$ cat src/rtl/reg_pkg.sv
// rtl/reg_pkg.sv - shared operation codes and step clamp for the up/down register
package reg_pkg;

  typedef enum logic [2:0] {
    OP_HOLD = 3'd0,
    OP_SCLR = 3'd1,
    OP_LOAD = 3'd2,
    OP_INC  = 3'd3,
    OP_DEC  = 3'd4
  } op_e;

  // A step larger than the count range is limited to the range itself.
  function automatic int unsigned clamp_step(input int unsigned raw, input int unsigned max_val);
    return (raw > max_val) ? max_val : raw;
  endfunction

endpackage

$ cat src/rtl/reg_updown_nbit_if.sv
// rtl/reg_updown_nbit_if.sv - command and status bundle for the up/down register
interface reg_updown_nbit_if #(
  parameter int WIDTH  = 16,
  parameter int STEP_W = 4
) ();

  logic              sclr;
  logic              load;
  logic              incr;
  logic              decr;
  logic [STEP_W-1:0] step;
  logic [WIDTH-1:0]  load_input;
  logic [WIDTH-1:0]  cmp_val;
  logic [WIDTH-1:0]  A;
  logic              wrap;
  logic              err;
  logic              match;

  modport master (
    output sclr, load, incr, decr, step, load_input, cmp_val,
    input  A, wrap, err, match
  );

  modport slave (
    input  sclr, load, incr, decr, step, load_input, cmp_val,
    output A, wrap, err, match
  );

endinterface

$ cat src/rtl/reg_mod_addsub.sv
// rtl/reg_mod_addsub.sv - modular add/subtract over 0..MAX_VAL with wrap or clamp
module reg_mod_addsub #(
  parameter int          WIDTH    = 16,
  parameter int unsigned MAX_VAL  = (1 << WIDTH) - 1,
  parameter bit          SATURATE = 1'b0
) (
  input  logic [WIDTH-1:0] a,
  input  logic [WIDTH-1:0] s,
  input  logic             dec,
  output logic [WIDTH-1:0] nxt,
  output logic             bound
);

  // One extra bit so MAX_VAL + 1 and A + s never overflow.
  localparam logic [WIDTH:0]   MAX_X = (WIDTH+1)'(MAX_VAL);
  localparam logic [WIDTH:0]   MOD   = (WIDTH+1)'(MAX_VAL + 1);
  localparam logic [WIDTH-1:0] MAX_W = WIDTH'(MAX_VAL);

  logic [WIDTH:0] sum;

  assign sum = {1'b0, a} + {1'b0, s};

  // Next value and boundary flag for the selected direction.
  always_comb begin
    nxt   = a;
    bound = 1'b0;
    if (!dec) begin
      if (sum > MAX_X) begin
        bound = 1'b1;
        nxt   = SATURATE ? MAX_W : WIDTH'(sum - MOD);
      end else begin
        nxt = WIDTH'(sum);
      end
    end else begin
      if (a >= s) begin
        nxt = a - s;
      end else begin
        bound = 1'b1;
        nxt   = SATURATE ? '0 : WIDTH'({1'b0, a} + MOD - {1'b0, s});
      end
    end
  end

endmodule

$ cat src/rtl/reg_updown_nbit.sv
// rtl/reg_updown_nbit.sv - parametrised up/down counter register with wrap/saturate and status
module reg_updown_nbit #(
  parameter int          WIDTH    = 16,
  parameter int unsigned MAX_VAL  = (1 << WIDTH) - 1,
  parameter int          STEP_W   = 4,
  parameter bit          SATURATE = 1'b0
) (
  input  logic            clk,
  input  logic            clr,
  reg_updown_nbit_if.slave bus
);

  import reg_pkg::*;

  localparam logic [WIDTH-1:0] MAX_W = WIDTH'(MAX_VAL);

  op_e              op;
  logic [STEP_W-1:0] step_in;
  logic [WIDTH-1:0] s_eff;
  logic [WIDTH-1:0] a_q, a_d;
  logic             wrap_q, wrap_d;
  logic             err_q, err_d;
  logic [WIDTH-1:0] as_nxt;
  logic             as_bound;

  assign step_in = bus.step;
  assign s_eff   = WIDTH'(clamp_step(32'(step_in), MAX_VAL));

  // Command priority: sclr, then load, then a lone incr or decr.
  always_comb begin
    op = OP_HOLD;
    if (bus.sclr) begin
      op = OP_SCLR;
    end else if (bus.load) begin
      op = OP_LOAD;
    end else if (bus.incr ^ bus.decr) begin
      op = bus.incr ? OP_INC : OP_DEC;
    end
  end

  reg_mod_addsub #(
    .WIDTH    (WIDTH),
    .MAX_VAL  (MAX_VAL),
    .SATURATE (SATURATE)
  ) u_addsub (
    .a     (a_q),
    .s     (s_eff),
    .dec   (op == OP_DEC),
    .nxt   (as_nxt),
    .bound (as_bound)
  );

  // Next register value, pulse and sticky error; a zero step is a plain hold.
  always_comb begin
    a_d    = a_q;
    wrap_d = 1'b0;
    err_d  = err_q;
    case (op)
      OP_SCLR: begin
        a_d   = '0;
        err_d = 1'b0;
      end
      OP_LOAD: begin
        a_d   = (bus.load_input > MAX_W) ? MAX_W : bus.load_input;
        err_d = 1'b0;
      end
      OP_INC, OP_DEC: begin
        if (s_eff != '0) begin
          a_d    = as_nxt;
          wrap_d = as_bound;
          err_d  = err_q | as_bound;
        end
      end
      default: begin
      end
    endcase
  end

  // State flops; clr clears them immediately, independent of the clock.
  always_ff @(posedge clk or posedge clr) begin
    if (clr) begin
      a_q    <= '0;
      wrap_q <= 1'b0;
      err_q  <= 1'b0;
    end else begin
      a_q    <= a_d;
      wrap_q <= wrap_d;
      err_q  <= err_d;
    end
  end

  assign bus.A     = a_q;
  assign bus.wrap  = wrap_q;
  assign bus.err   = err_q;
  assign bus.match = (a_q == bus.cmp_val);

endmodule

$ cat src/flat_wrapper.sv
// flat-port wrapper written by rule: the top's interface ports become plain ports
module reg_updown_nbit_flat import reg_pkg::*;
#(
  parameter int          WIDTH    = 16,
  parameter int unsigned MAX_VAL  = (1 << WIDTH) - 1,
  parameter int          STEP_W   = 4,
  parameter bit          SATURATE = 1'b0
)
  (clk, clr, bus_sclr, bus_load, bus_incr, bus_decr, bus_step, bus_load_input, bus_cmp_val, bus_A, bus_wrap, bus_err, bus_match);
  reg_updown_nbit_if #(.WIDTH(WIDTH), .STEP_W(STEP_W)) bus_i ();
  input  logic clk;
  input  logic clr;
  input wire logic [$bits(bus_i.sclr)-1:0] bus_sclr;
  input wire logic [$bits(bus_i.load)-1:0] bus_load;
  input wire logic [$bits(bus_i.incr)-1:0] bus_incr;
  input wire logic [$bits(bus_i.decr)-1:0] bus_decr;
  input wire logic [$bits(bus_i.step)-1:0] bus_step;
  input wire logic [$bits(bus_i.load_input)-1:0] bus_load_input;
  input wire logic [$bits(bus_i.cmp_val)-1:0] bus_cmp_val;
  output wire logic [$bits(bus_i.A)-1:0] bus_A;
  output wire logic [$bits(bus_i.wrap)-1:0] bus_wrap;
  output wire logic [$bits(bus_i.err)-1:0] bus_err;
  output wire logic [$bits(bus_i.match)-1:0] bus_match;
  assign bus_i.sclr = bus_sclr;
  assign bus_i.load = bus_load;
  assign bus_i.incr = bus_incr;
  assign bus_i.decr = bus_decr;
  assign bus_i.step = bus_step;
  assign bus_i.load_input = bus_load_input;
  assign bus_i.cmp_val = bus_cmp_val;
  assign bus_A = bus_i.A;
  assign bus_wrap = bus_i.wrap;
  assign bus_err = bus_i.err;
  assign bus_match = bus_i.match;
  reg_updown_nbit #(.WIDTH(WIDTH), .MAX_VAL(MAX_VAL), .STEP_W(STEP_W), .SATURATE(SATURATE)) u_core (.clk(clk), .clr(clr), .bus(bus_i));
endmodule
$ cat config.mk
export PLATFORM = sky130hd
export DESIGN_NAME = reg_updown_nbit_flat
export DESIGN_NICKNAME = d
export VERILOG_FILES = /design/src/rtl/reg_pkg.sv /design/src/rtl/reg_updown_nbit_if.sv /design/src/rtl/reg_mod_addsub.sv /design/src/rtl/reg_updown_nbit.sv /design/src/flat_wrapper.sv
export SDC_FILE = /design/constraint.sdc
export NUM_CORES = 1
export LEC_CHECK = 0
export ABC_CLOCK_PERIOD_IN_PS = 3540
export BUFFER_PORTS_ARGS = -buffer_cell sky130_fd_sc_hd__buf_2
export CORE_MARGIN = 2
export CORE_UTILIZATION = 40
export CTS_CLUSTER_DIAMETER = 80
export DETAILED_ROUTE_END_ITERATION = 10
export PLACE_DENSITY = 0.74
export SLEW_MARGIN = 20
export SYNTH_ARGS = -nofsm -noshare
export SYNTH_HDL_FRONTEND = slang
export SYNTH_SLANG_ARGS = --single-unit
$ cat constraint.sdc
create_clock -name clk -period 3.54 [get_ports clk]
set_input_delay 0.708 -clock clk [delete_from_list [all_inputs] [get_ports clk]]
set_output_delay 0.708 -clock clk [all_outputs]
set_load 0.02 [all_outputs]
# == Word-level counts from Yosys, hierarchy flattened ==
# Index checks and enable logic that the tools add are counted.
# totals
ff_bits,18
input_bits,42
output_inout_bits,19
elab_cells,43
# classes
n_addsub,5
order_cmp,3
eq_ne,6
muxes,17
n_bitwise,2
n_reduce_logical,7
# ops
cell,count
$mux W16,5
$pmux W16 S3,1
$sub A16 B4 Y16,2
$add A16 B4 Y17,1
$gt A17 B16 Y1 const B,1
$add A16 B1 Y16 const B,1
$eq A16 B16 Y1,1
$ge A16 B4 Y1,1
$gt A16 B16 Y1 const B,1
$reduce_bool A16 Y1,1
$sub A16 B1 Y16 const B,1
$mux W3,4
$eq A3 B2 Y1 const B,2
$mux W1,6
$reduce_and A2 Y1,2
$reduce_or A2 Y1,2
$eq A3 B1 Y1 const B,1
$eq A3 B3 Y1 const B,1
$reduce_bool A3 Y1,1
$ne A2 B1 Y1 const B,1
$pmux W1 S2,1
$reduce_bool A2 Y1,1
$or A1 B1 Y1,1
$xor A1 B1 Y1,1

# == Depth between registers and ports, before layout ==
# Gate-level depths: netlist of run 1.
# depth
ltp_word,9
ltp_mapped,9
ltp_nobuf,9

# == Hierarchy ==
# From an unflattened synthesis of run 1, not the netlist that was laid out.
# hier_totals
cells_unflattened,319
area_unflattened_um2,2810.2
# modules_own_cells
mod,instances,cells_each,area_per_inst_um2,seq_area_each_um2
reg_mod_addsub,1,232,1670.4,0.0
reg_updown_nbit,1,87,1139.8,450.4

# == Worst setup path before layout of run 1 ==
# OpenSTA, ideal clock, no wires.
# synth_timing
path_type,input-to-reg
start,input bus_step[1]
end,register u_core.a_q[11] (netlist: u_core.bus.A[11])
setup_time_ps,126
arrival_time_ps,2588
required_ps,3414
setup_slack_ps,826
stages,8
path_buffers,0
cell_sequence,inv_1 ha_1 nor2b_1 o31a_1 or4_4 o21ai_1 o2bb2a_1 a311o_1
# synth_via
elab_chain_len,6
elab_cells_between_ends,14
cone_classes,add/sub (4); order compare (2); eq/ne (1); mux (5); reduce/logical (2)
# synth_rtl
element,line_no,text
start: declaration,flat_wrapper.sv:17,input wire logic [$bits(bus_i.step)-1:0] bus_step;
$add A16 B4 Y17,reg_mod_addsub.sv:21,"assign sum = {1'b0, a} + {1'b0, s};"
$sub A16 B1 Y16 / $gt A17 B16 Y1 (equally long branches),"reg_mod_addsub.sv:30, reg_mod_addsub.sv:28",
$mux W16,reg_mod_addsub.sv:28,if (sum > MAX_X) begin
$mux W16,reg_mod_addsub.sv:27,if (!dec) begin
$mux W16,reg_updown_nbit.sv:68,if (s_eff != '0) begin
$pmux W16 S3,reg_updown_nbit.sv:58,case (op)
end signal: assignment,reg_updown_nbit.sv:82,a_q <= '0;
end signal: assignment,reg_updown_nbit.sv:86,a_q <= a_d;
end: declaration,reg_updown_nbit.sv:20,"logic [WIDTH-1:0] a_q, a_d;"
# Parallel ways exist; a longest one is shown, timed or not. The select of a mux whose other input is x is not followed.
# A chain may end at the register's enable or synchronous reset.

# == Worst setup path after layout of run 1 ==
# Ends and elaborated chain as after synthesis.

==> results of run 1 <==
kinds of logic after synthesis:
kind of cell | count (synthesis)
compound gates | 81
simple gates | 76
buf+inv | 28
xor+xnor | 23
flops | 18
fa+ha+maj | 10
layout by cell type, fill, tap and decap left out, types with 3 or more instances in the layout:
master	instances
a22oi_1	4
nor3_1	4
o221ai_1	3
nor4_1	4
nor2b_1	4
buf_2	60
o22ai_1	3
xnor2_1	21
o31ai_1	3
clkbuf_8	3
nor2_1	18
nand3_1	6
o21a_1	4
ha_1	8
dfrtp_1	18
nand4_1	7
o21ai_0	15
a31oi_1	4
a21oi_1	11
nand2_1	13
inv_1	10
and3_1	5
buf_4	6
a211oi_1	5
cell type report:
| type | instances | share of cell area [%] |
|---|---|---|
| multi-input cells | 190 | 58.6 |
| repair buffers | 66 | 15.2 |
| flip-flops and latches | 18 | 19.8 |
| inverters | 10 | 1.65 |
| well taps | 54 | 2.97 |
| clock buffers | 3 | 1.81 |
power breakdown:
part	switching [mW]	internal, mW	total (mW)	leakage [nW]
logic	0.174	0.135	0.309	0.772
registers	0.0461	0.224	0.270	0.238
clock network	0.0714	0.0758	0.147	0.0216
total	0.291	0.435	0.726	1.03
per-layer routing:
metal	routed length, um	up-vias
met5	0	-
met4	44	0
met3	458	7
met2	2570	97
met1	2630	989
li1	-	990
state kept, by name, summed over array words and instances, names as in the netlist:
signal,cells
u_core.bus.A,16
u_core.bus.err,1
u_core.bus.wrap,1
worst max-delay path by stage:
stage	end	slack, ns	depth (start not counted)
2_1_floorplan	u_core.bus.A[11]	0.83	8
3_3_place_gp	u_core.bus.A[11]	0.61	9
3_5_place_dp	u_core.bus.A[11]	0.56	9
4_1_cts	u_core.bus.A[11]	0.83	9
5_1_grt	u_core.bus.A[11]	0.73	9
6_report	u_core.bus.A[11]	0.81	9
per-stage QoR:
stage	hold WS, ns	util [%]	setup WS [ns]	power (mW)
after floorplan	0.595	-	0.826	0.484
after global placement	0.460	48.0	0.611	0.576
after detailed placement	0.461	48.0	0.564	0.580
after CTS	0.478	48.9	0.833	0.726
after global routing	0.499	48.9	0.729	0.777
final	0.478	48.9	0.813	0.726
synth_stat cells (2+ instances only):
cell	number	area, um^2
buf_4	2	15.0
a211oi_1	5	37.5
o21a_1	4	30.0
a222oi_1	2	20.0
o21ai_0	15	75.1
xor2_1	2	17.5
o31ai_1	3	22.5
o2bb2ai_1	2	17.5
a221oi_1	2	17.5
nor2b_1	4	25.0
dfrtp_1	18	450
nor4_1	4	25.0
a21o_1	2	15.0
nand2_1	13	48.8
a22oi_1	4	30.0
fa_1	2	40.0
nand2b_1	2	12.5
o21bai_1	2	15.0
o22ai_1	3	18.8
nor4b_1	2	17.5
a21oi_1	11	55.1
nor3b_1	2	15.0
inv_1	10	37.5
o21ai_1	2	10.0
and3_1	5	31.3
o221ai_1	3	26.3
ha_1	8	100
clkbuf_1	12	45.0
nor2_1	18	67.6
nor3_1	4	20.0
a41o_1	2	20.0
nand4_1	7	43.8
a31oi_1	4	25.0
xnor2_1	21	184
nand3_1	6	30.0
a31o_2	2	17.5
buf_2	2	10.0
==> flow_metrics.env, run 1 <==
export IMPL_outcome="completed"
export IMPL_place_hpwl_mm=4.54
export IMPL_drt_iter0_markers=211
export IMPL_clkLatencyLatePin_ns=0.26
export IMPL_regArea_um2=450
export IMPL_synth_avg_cell_area_um2=8.09
export IMPL_p_per_area_mw_per_mm2=318
export IMPL_cts_buffers=3
export IMPL_start_util_pct=41.0
export IMPL_grtUsageTotal_pct=22.1
export IMPL_htreeDepth=1
export IMPL_end_kind="flop"
export IMPL_tritoncts="done"
export IMPL_synthMuxAreaShare_pct=0
export IMPL_final_period_utilization_pct=77.0
export IMPL_cp_arrival_ns=2.86
export IMPL_synth_compound_gate_area_share_pct=29.9
export IMPL_worstSetupPathType="in2reg"
export IMPL_drc=0
export IMPL_slowest_delay_ns=0.53
export IMPL_slew_violations=0
export IMPL_placedCellCount=338
export IMPL_via_per_inst=6.11
export IMPL_hold_depth=1
export IMPL_use_met2_pct=35.6
export IMPL_clock_path_buffers=2
export IMPL_synth_xor_area_share_pct=10.6
export IMPL_vias=2083
export IMPL_synth_ff_type="dfrtp_1"
export IMPL_synth_top_family_by_area="compound AO/OA/AOI/OAI gates"
export IMPL_cts_sinks=18
export IMPL_ant_nets=0
export IMPL_cellLeakagePower_nw=1.03
export IMPL_first_global_vias=1901
export IMPL_reg2reg_from="u_core.bus.A[2]"
export IMPL_cp_top_family="compound AO/OA/AOI/OAI gates"
export IMPL_ys_async_sr_fraction_pct=100
export IMPL_grt_antenna_before_repair=0
export IMPL_wl_per_cell_um=16.7
export IMPL_final_hold_viol_count=0
export IMPL_ys_ff_latch=18
export IMPL_hold_buffers=0
export IMPL_diodes=0
export IMPL_worstHoldStart="u_core.bus.err"
export IMPL_use_met3_pct=4.01
export IMPL_setup_tns_ns=0
export IMPL_clkTransAtPathRegs_ns=0.07
export IMPL_placed_area_mm2=0.00224
export IMPL_cp_num_buf_inv=2
export IMPL_period_needed_ns=2.73
export IMPL_ys_types=61
export IMPL_cp_required_ns=3.68
export IMPL_die_y_um=73.1
export IMPL_setup_viol=0
export IMPL_reg2reg_to="u_core.bus.A[11]"
export IMPL_cp_startpoint="bus_step[1]"
export IMPL_start_kind="input port"
export IMPL_whs_endpoint="u_core.bus.err"
export IMPL_cts_root_buf="clkbuf_8"
export IMPL_fillerInstances=473
export IMPL_cts_resized=0
export IMPL_drive_gt1_share_pct=26.1
export IMPL_multi_input_area_mm2=0.00134
export IMPL_row_count=25
export IMPL_instances_no_fill=341
export IMPL_nets=341
export IMPL_min_path_type="reg2reg"
export IMPL_syn_area_mm2=0.00191
export IMPL_finClkSkew_ns=0.00462
export IMPL_dr_pass1_iters=5
export IMPL_fmax_mhz=367
export IMPL_seq_area_frac_synth_pct=23.6
export IMPL_final_cell_area_mm2=0.00228
export IMPL_coreArea_mm2=0.00466
export IMPL_grt_first_pass_wirelength_mm=9.21
export IMPL_io_buffers=60
export IMPL_worstMarginPinSlew_ns=0.710
export IMPL_gp_congestion=0.949
export IMPL_routed_wirelength_mm=5.70
export IMPL_dieArea_mm2=0.00534
export IMPL_gr_usage_met1_pct=30.5
export IMPL_synthAdderAreaFrac_pct=7.34
export IMPL_grt_overflow=0
export IMPL_cp_slowest_cell="or4_4"
export IMPL_cp_max_fo=5
export IMPL_reg2reg_depth=7
export IMPL_grt_max_degree=19
export IMPL_syn2layout_area_growth_pct=19.3
export IMPL_yosys_area_share_simple_pct=22.2
export IMPL_irDropWorstVdd_mv=0.135
export IMPL_post_cts_repair_setup_buffers=0
export IMPL_grt_setup_unrepaired="no"
export IMPL_yosys_warnings=0
export IMPL_synthCells=236
export IMPL_cap_violations=0
export IMPL_relSlewSlack_pct=52.6
export IMPL_pin_count=61
export IMPL_fp_dieW_um=73.1
export IMPL_synth_edff_count=0
export IMPL_synth_nets=288
export IMPL_crit_chain="buf_2 -> inv_1 -> ha_1 -> nor2b_1 -> o31a_1 -> or4_4 -> o21ai_1 -> o2bb2a_1 -> a311o_1"
export IMPL_rrSetupSlack_ns=0.95
export IMPL_grt_busiest_layer="met2"
(Power assumes the default switching activity.)
==> inputs of run 2 (changes only) <==
--- a/config.mk
+++ b/config.mk
@@ -5,13 +5,14 @@
 export SDC_FILE = /design/constraint.sdc
 export NUM_CORES = 1
 export LEC_CHECK = 0
-export ABC_CLOCK_PERIOD_IN_PS = 3540
+export ABC_AREA = 1
+export ABC_CLOCK_PERIOD_IN_PS = 2400
 export BUFFER_PORTS_ARGS = -buffer_cell sky130_fd_sc_hd__buf_2
 export CORE_MARGIN = 2
 export CORE_UTILIZATION = 40
 export CTS_CLUSTER_DIAMETER = 80
 export DETAILED_ROUTE_END_ITERATION = 10
-export PLACE_DENSITY = 0.74
+export PLACE_DENSITY = 0.75
 export SLEW_MARGIN = 20
 export SYNTH_ARGS = -nofsm -noshare
 export SYNTH_HDL_FRONTEND = slang
==> constraint.sdc (replaced) <==
create_clock -name clk -period 2.4 [get_ports clk]
set_input_delay 0.48 -clock clk [delete_from_list [all_inputs] [get_ports clk]]
set_output_delay 0.48 -clock clk [all_outputs]
set_load 0.02 [all_outputs]
==> run 2 against run 1 <==
  * Critical path depth shrank 3
  * Clock skew grew 0.0012 ns
  * Utilization shrank 0.11 points
  * First-iteration DRC count grew 55%
  * Cell count grew 53%
  * Critical path type is now reg2out
  * Clock power grew 56%
  * Sequential cell count is the same
  * Synthesized cell count grew 67%
  * Die area grew 20%
  * Worst hold slack lost 0.14 ns
  * Sequential power grew 46%
  * Register-to-register slack lost 0.71 ns
==> flow_metrics.env, run 2 <==
export IMPL_outcome="completed"
export IMPL_pin_count=61
export IMPL_synth_edff_count=0
export IMPL_largest_reg_flops=16
export IMPL_cts_buffers=3
export IMPL_irDropWorstVdd_mv=0.182
export IMPL_synth_top_cell_area_share_pct=19.5
export IMPL_slew_violations=0
export IMPL_place_hpwl_mm=5.82
export IMPL_via_per_inst=5.29
export IMPL_grt_setup_unrepaired="no"
export IMPL_syn2layout_area_growth_pct=16.9
export IMPL_yosys_top_cells_area="dfrtp_1, nand2_1, nand3_1"
export IMPL_endpoint="bus_match"
export IMPL_rrSetupSlack_ns=0.24
export IMPL_final_hold_viol_count=0
export IMPL_worstMarginPinSlew_ns=0.751
export IMPL_reg2reg_from="u_core.bus.A[3]"
export IMPL_fmax_mhz=459
export IMPL_grt_antenna_before_repair=0
export IMPL_ys_ff_latch=18
export IMPL_synth_commonest_cells="nand2_1, inv_1, nor2_1, nand3_1, a21oi_1"
export IMPL_first_global_vias=2503
export IMPL_end_kind="output port"
export IMPL_io_buffers=60
export IMPL_synth_avg_cell_area_um2=5.85
export IMPL_dr_pass1_iters=5
export IMPL_ant_nets=0
export IMPL_diodes=0
export IMPL_routed_wirelength_mm=7.51
export IMPL_finClkSkew_ns=0.00583
export IMPL_cellLeakagePower_nw=1.48
export IMPL_die_y_um=80.0
export IMPL_timing_hold_ws_ns=0.335
export IMPL_min_path_type="in2async"
export IMPL_grt_first_pass_wirelength_mm=11.9
export IMPL_drt_iter0_markers=327
export IMPL_drive_gt1_share_pct=18.7
export IMPL_grt_max_degree=21
export IMPL_hold_buffers=0
export IMPL_setup_tns_ns=0
export IMPL_cp_arrival_ns=1.70
export IMPL_dieArea_mm2=0.00640
export IMPL_p_per_area_mw_per_mm2=431
export IMPL_reg2reg_depth=12
export IMPL_start_kind="flop"
export IMPL_cts_root_buf="clkbuf_8"
export IMPL_synth_ff_type="dfrtp_1"
export IMPL_fp_dieW_um=80.0
export IMPL_fillerInstances=600
export IMPL_drc=0
export IMPL_synth_top_cell_by_area="dfrtp_1"
export IMPL_htreeDepth=1
export IMPL_wl_per_cell_um=14.4
export IMPL_nets=504
export IMPL_period_needed_ns=2.18
export IMPL_final_period_utilization_pct=90.9
export IMPL_finalCoreUtilization_pct=48.8
export IMPL_clkLatencyLatePin_ns=0.26
export IMPL_gp_congestion=1.05
export IMPL_final_cell_mix="nand2_1, buf_2, inv_1"
export IMPL_final_common_cell="nand2_1"
export IMPL_synthCells=395
export IMPL_seq_area_frac_synth_pct=19.5
export IMPL_tritoncts="done"
export IMPL_vias=2762
export IMPL_setup_viol=0
export IMPL_grtUsageTotal_pct=23.9
export IMPL_ys_types=38
export IMPL_cp_startpoint="u_core.bus.A[11]"
export IMPL_synth_nets=447
export IMPL_clkTransAtPathRegs_ns=0.08
export IMPL_ys_async_sr_fraction_pct=100
export IMPL_clock_path_buffers=2
export IMPL_yosysMostFrequentCell="nand2_1"
export IMPL_cp_max_fo=7
export IMPL_row_count=27
export IMPL_relSlewSlack_pct=49.9
export IMPL_reg2reg_to="u_core.bus.A[10]"
export IMPL_worstSetupPathType="reg2out"
export IMPL_yosys_warnings=0
export IMPL_cap_violations=0
export IMPL_syn_area_mm2=0.00231
export IMPL_cts_resized=0
export IMPL_coreArea_mm2=0.00554
export IMPL_total_power_mw=1.16
export IMPL_cp_required_ns=1.92
export IMPL_cts_sinks=18
export IMPL_post_cts_repair_setup_buffers=0
export IMPL_start_util_pct=41.7
export IMPL_grt_overflow=0
-- run 2: cell count changes in the layout (fill, tap and decap cells not counted), sizes merged, moves of 9 or more --
cell,previous run,this run
nand3,6,47
nor2,18,51
a21oi,11,24
inv,10,58
xnor2,21,12
nand2,13,116
-- run 2: metrics by stage --
step	setup WS, ns	std cells	area (um^2)
floorplan	0.195	395	2310
CTS	0.248	522	2700
global placement	0.242	519	2660
detailed placement	0.177	519	2660
global route	0.0284	522	2700
finish	0.220	522	2700
-- run 2: layout make-up --
| cell class | count | area, um^2 | area share [%] |
|---|---|---|---|
| Timing Repair Buffer | 66 | 345 | 12.8 |
| Inverter | 59 | 221 | 8.19 |
| Sequential cell | 18 | 450 | 16.7 |
| Multi-Input combinational cell | 304 | 1550 | 57.5 |
| Tap cell | 72 | 90.1 | 3.33 |
| Clock buffer | 3 | 41.3 | 1.53 |
-- run 2: power by group --
| part | internal [mW] | switching [mW] |
|---|---|---|
| combinational | 0.192 | 0.348 |
| sequential | 0.330 | 0.0656 |
| clock | 0.112 | 0.117 |
-- run 2: critical path, cell delays in order (launching register included) --
cell,delay [ns]
dfrtp_1,0.48
inv_1,0.21
nand2_1,0.10
nand3_1,0.06
nand3b_1,0.16
nor4_1,0.22
buf_2,0.20
-- run 2: how the worst min path moves through the flow --
stage	from	slack (ns)	end
after floorplan	clr	0.42	u_core.bus.A[0]
after global placement	u_core.bus.err	0.48	u_core.bus.err
after detailed placement	u_core.bus.err	0.48	u_core.bus.err
after CTS	clr	0.38	u_core.bus.A[7]
after global routing	clr	0.40	u_core.bus.A[15]
final	clr	0.33	u_core.bus.A[11]
-- run 2: cells by family after synthesis --
group | synth area share, %
xor+xnor | 4.92
simple gates | 44.0
fa+ha+maj | 6.06
flops | 19.5
buf+inv | 13.3
compound gates | 12.2
-- run 2: layer usage --
| layer | up-vias | global-route usage (%) | share of wire [%] |
|---|---|---|---|
| met5 | - | 0 | 0 |
| met4 | 0 | 5.42 | 0.71 |
| met3 | 4 | 2.60 | 8.6 |
| met2 | 122 | 40.2 | 46 |
| met1 | 1258 | 32.9 | 45 |
| li1 | 1378 | - | - |
==> inputs of run 3 (changes only) <==
==> constraint.sdc (replaced) <==
create_clock -name clk -period 2.4 [get_ports clk]
set_input_delay 0.24 -clock clk [delete_from_list [all_inputs] [get_ports clk]]
set_output_delay 0.24 -clock clk [all_outputs]
set_load 0.02 [all_outputs]
==> run 3 against run 2 <==
  * Worst hold slack got worse by 0.22 ns
  * Global-route usage rose by 0.23 points
  * Sequential share of layout area rose by 0.14 points
  * Power fell by 0.42%
  * First-iteration DRC count fell by 46%
  * Wire length rose by 0.56%
  * Clock power barely moved
  * Critical path type is now reg2reg
  * Critical endpoint is now u_core.bus.wrap
==> flow_metrics.env, run 3 (synthesis results as in run 2) <==
export IMPL_finClkSkew_ns=0.00656
export IMPL_start_util_pct=41.7
export IMPL_placedCellCount=516
export IMPL_pin_count=61
export IMPL_die_y_um=80.0
export IMPL_first_global_vias=2467
export IMPL_io_buffers=60
export IMPL_grt_overflow=0
export IMPL_cts_resized=0
export IMPL_grtUsageTotal_pct=24.2
export IMPL_instances_no_fill=519
export IMPL_clock_path_buffers=2
export IMPL_relSlewSlack_pct=46.0
export IMPL_setup_viol=0
export IMPL_period_needed_ns=2.14
export IMPL_seqPwrFrac_pct=34.4
export IMPL_cp_arrival_ns=2.33
export IMPL_timing_hold_ws_ns=0.120
export IMPL_grt_antenna_before_repair=0
export IMPL_nets=501
export IMPL_p_int_mw=0.627
export IMPL_swShare_pct=46.0
export IMPL_setup_tns_ns=0
export IMPL_largest_reg_flops=16
export IMPL_end_kind="flop"
export IMPL_final_cell_mix="nand2_1, buf_2, inv_1"
export IMPL_vias=2738
export IMPL_grt_first_pass_wirelength_mm=12.0
export IMPL_row_count=27
export IMPL_start_kind="flop"
export IMPL_syn2layout_area_growth_pct=15.9
export IMPL_cellLeakagePower_nw=1.47
export IMPL_tritoncts="done"
export IMPL_place_hpwl_mm=5.81
export IMPL_coreArea_mm2=0.00554
export IMPL_p_clk_share_pct=19.9
export IMPL_clkLatencyLatePin_ns=0.26
export IMPL_cap_violations=0
export IMPL_drive_gt1_share_pct=18.1
export IMPL_cp_required_ns=2.59
export IMPL_gp_congestion=0.987
export IMPL_via_per_inst=5.28
export IMPL_fp_dieW_um=80.0
export IMPL_p_switching_mw=0.533
export IMPL_dr_pass1_iters=5
export IMPL_outcome="completed"
export IMPL_drt_iter0_markers=175
export IMPL_ant_nets=0
export IMPL_fillerInstances=612
export IMPL_wl_per_cell_um=14.5
export IMPL_worstMarginPinSlew_ns=0.808
export IMPL_final_common_cell="nand2_1"
export IMPL_clkTransAtPathRegs_ns=0.08
export IMPL_fmax_mhz=466
export IMPL_routed_wirelength_mm=7.55
export IMPL_p_comb_share_pct=45.7
export IMPL_p_per_area_mw_per_mm2=433
export IMPL_grt_setup_unrepaired="no"
export IMPL_final_period_utilization_pct=89.4
export IMPL_post_cts_repair_setup_buffers=0
export IMPL_drc=0
export IMPL_final_hold_viol_count=0
export IMPL_hold_buffers=0
export IMPL_cts_buffers=3
export IMPL_final_cell_area_mm2=0.00268
export IMPL_min_path_type="in2async"
export IMPL_worstSetupPathType="reg2reg"
export IMPL_htreeDepth=1
export IMPL_placed_area_mm2=0.00264
export IMPL_total_power_mw=1.16
export IMPL_dieArea_mm2=0.00640
export IMPL_cts_sinks=18
export IMPL_diodes=0
export IMPL_grt_max_degree=21
export IMPL_irDropWorstVdd_mv=0.169
export IMPL_slew_violations=0
export IMPL_cp_max_fo=10
export IMPL_cts_root_buf="clkbuf_8"
[run 3: final cells by class]
cell class / instances / area, um^2 / share of cell area, %
Multi-Input combinational cell: 304 / 1550 / 58.0
Sequential cell: 18 / 450 / 16.8
Timing Repair Buffer: 63 / 323 / 12.0
Inverter: 59 / 221 / 8.26
Tap cell: 72 / 90.1 / 3.36
Clock buffer: 3 / 41.3 / 1.54
[run 3: through the flow]
step / util, % / setup slack [ns]
2_1_floorplan: - / 0.435
3_3_place_gp: 47.6 / 0.418
3_5_place_dp: 47.6 / 0.312
4_1_cts: 48.4 / 0.292
5_1_grt: 48.4 / 0.0240
6_report: 48.4 / 0.255
[run 3: path summary, 6_finish.rpt]
path	start	to	slack [ns]	cells past startpoint
setup / recovery	u_core.bus.A[3]	u_core.bus.wrap	0.26	8
hold / removal	clr	u_core.bus.A[7]	0.12	2
setup reg to reg	u_core.bus.A[3]	u_core.bus.wrap	0.26	8
hold reg to reg	u_core.bus.err	u_core.bus.err	0.52	2
max in group asynchronous	clr	u_core.bus.A[9]	1.78	2
min in group clk	bus_sclr	u_core.bus.err	0.26	4
[run 3: worst max-delay path: stages (launching register included)]
cell     delay (ns)
dfrtp_1        0.45
ha_1           0.46
inv_1          0.18
a21oi_1        0.14
o21ai_2        0.35
nand2_1        0.15
nor2_1         0.11
nand4_1        0.08
a21oi_1        0.15
[run 3: power groups by stage]
stage | Combinational (mW) | Sequential, mW | Clock [mW]
2_1_floorplan | 0.370 | 0.400 | 0
3_3_place_gp | 0.518 | 0.402 | 0
3_5_place_dp | 0.522 | 0.403 | 0
4_1_cts | 0.525 | 0.397 | 0.241
5_1_grt | 0.591 | 0.405 | 0.249
6_report | 0.529 | 0.399 | 0.231
[run 3: metal layers]
metal	GRT usage, %	routed length [um]
met1	34.7	3510
met2	39.3	3390
met3	2.04	581
met4	5.59	65
met5	0	0
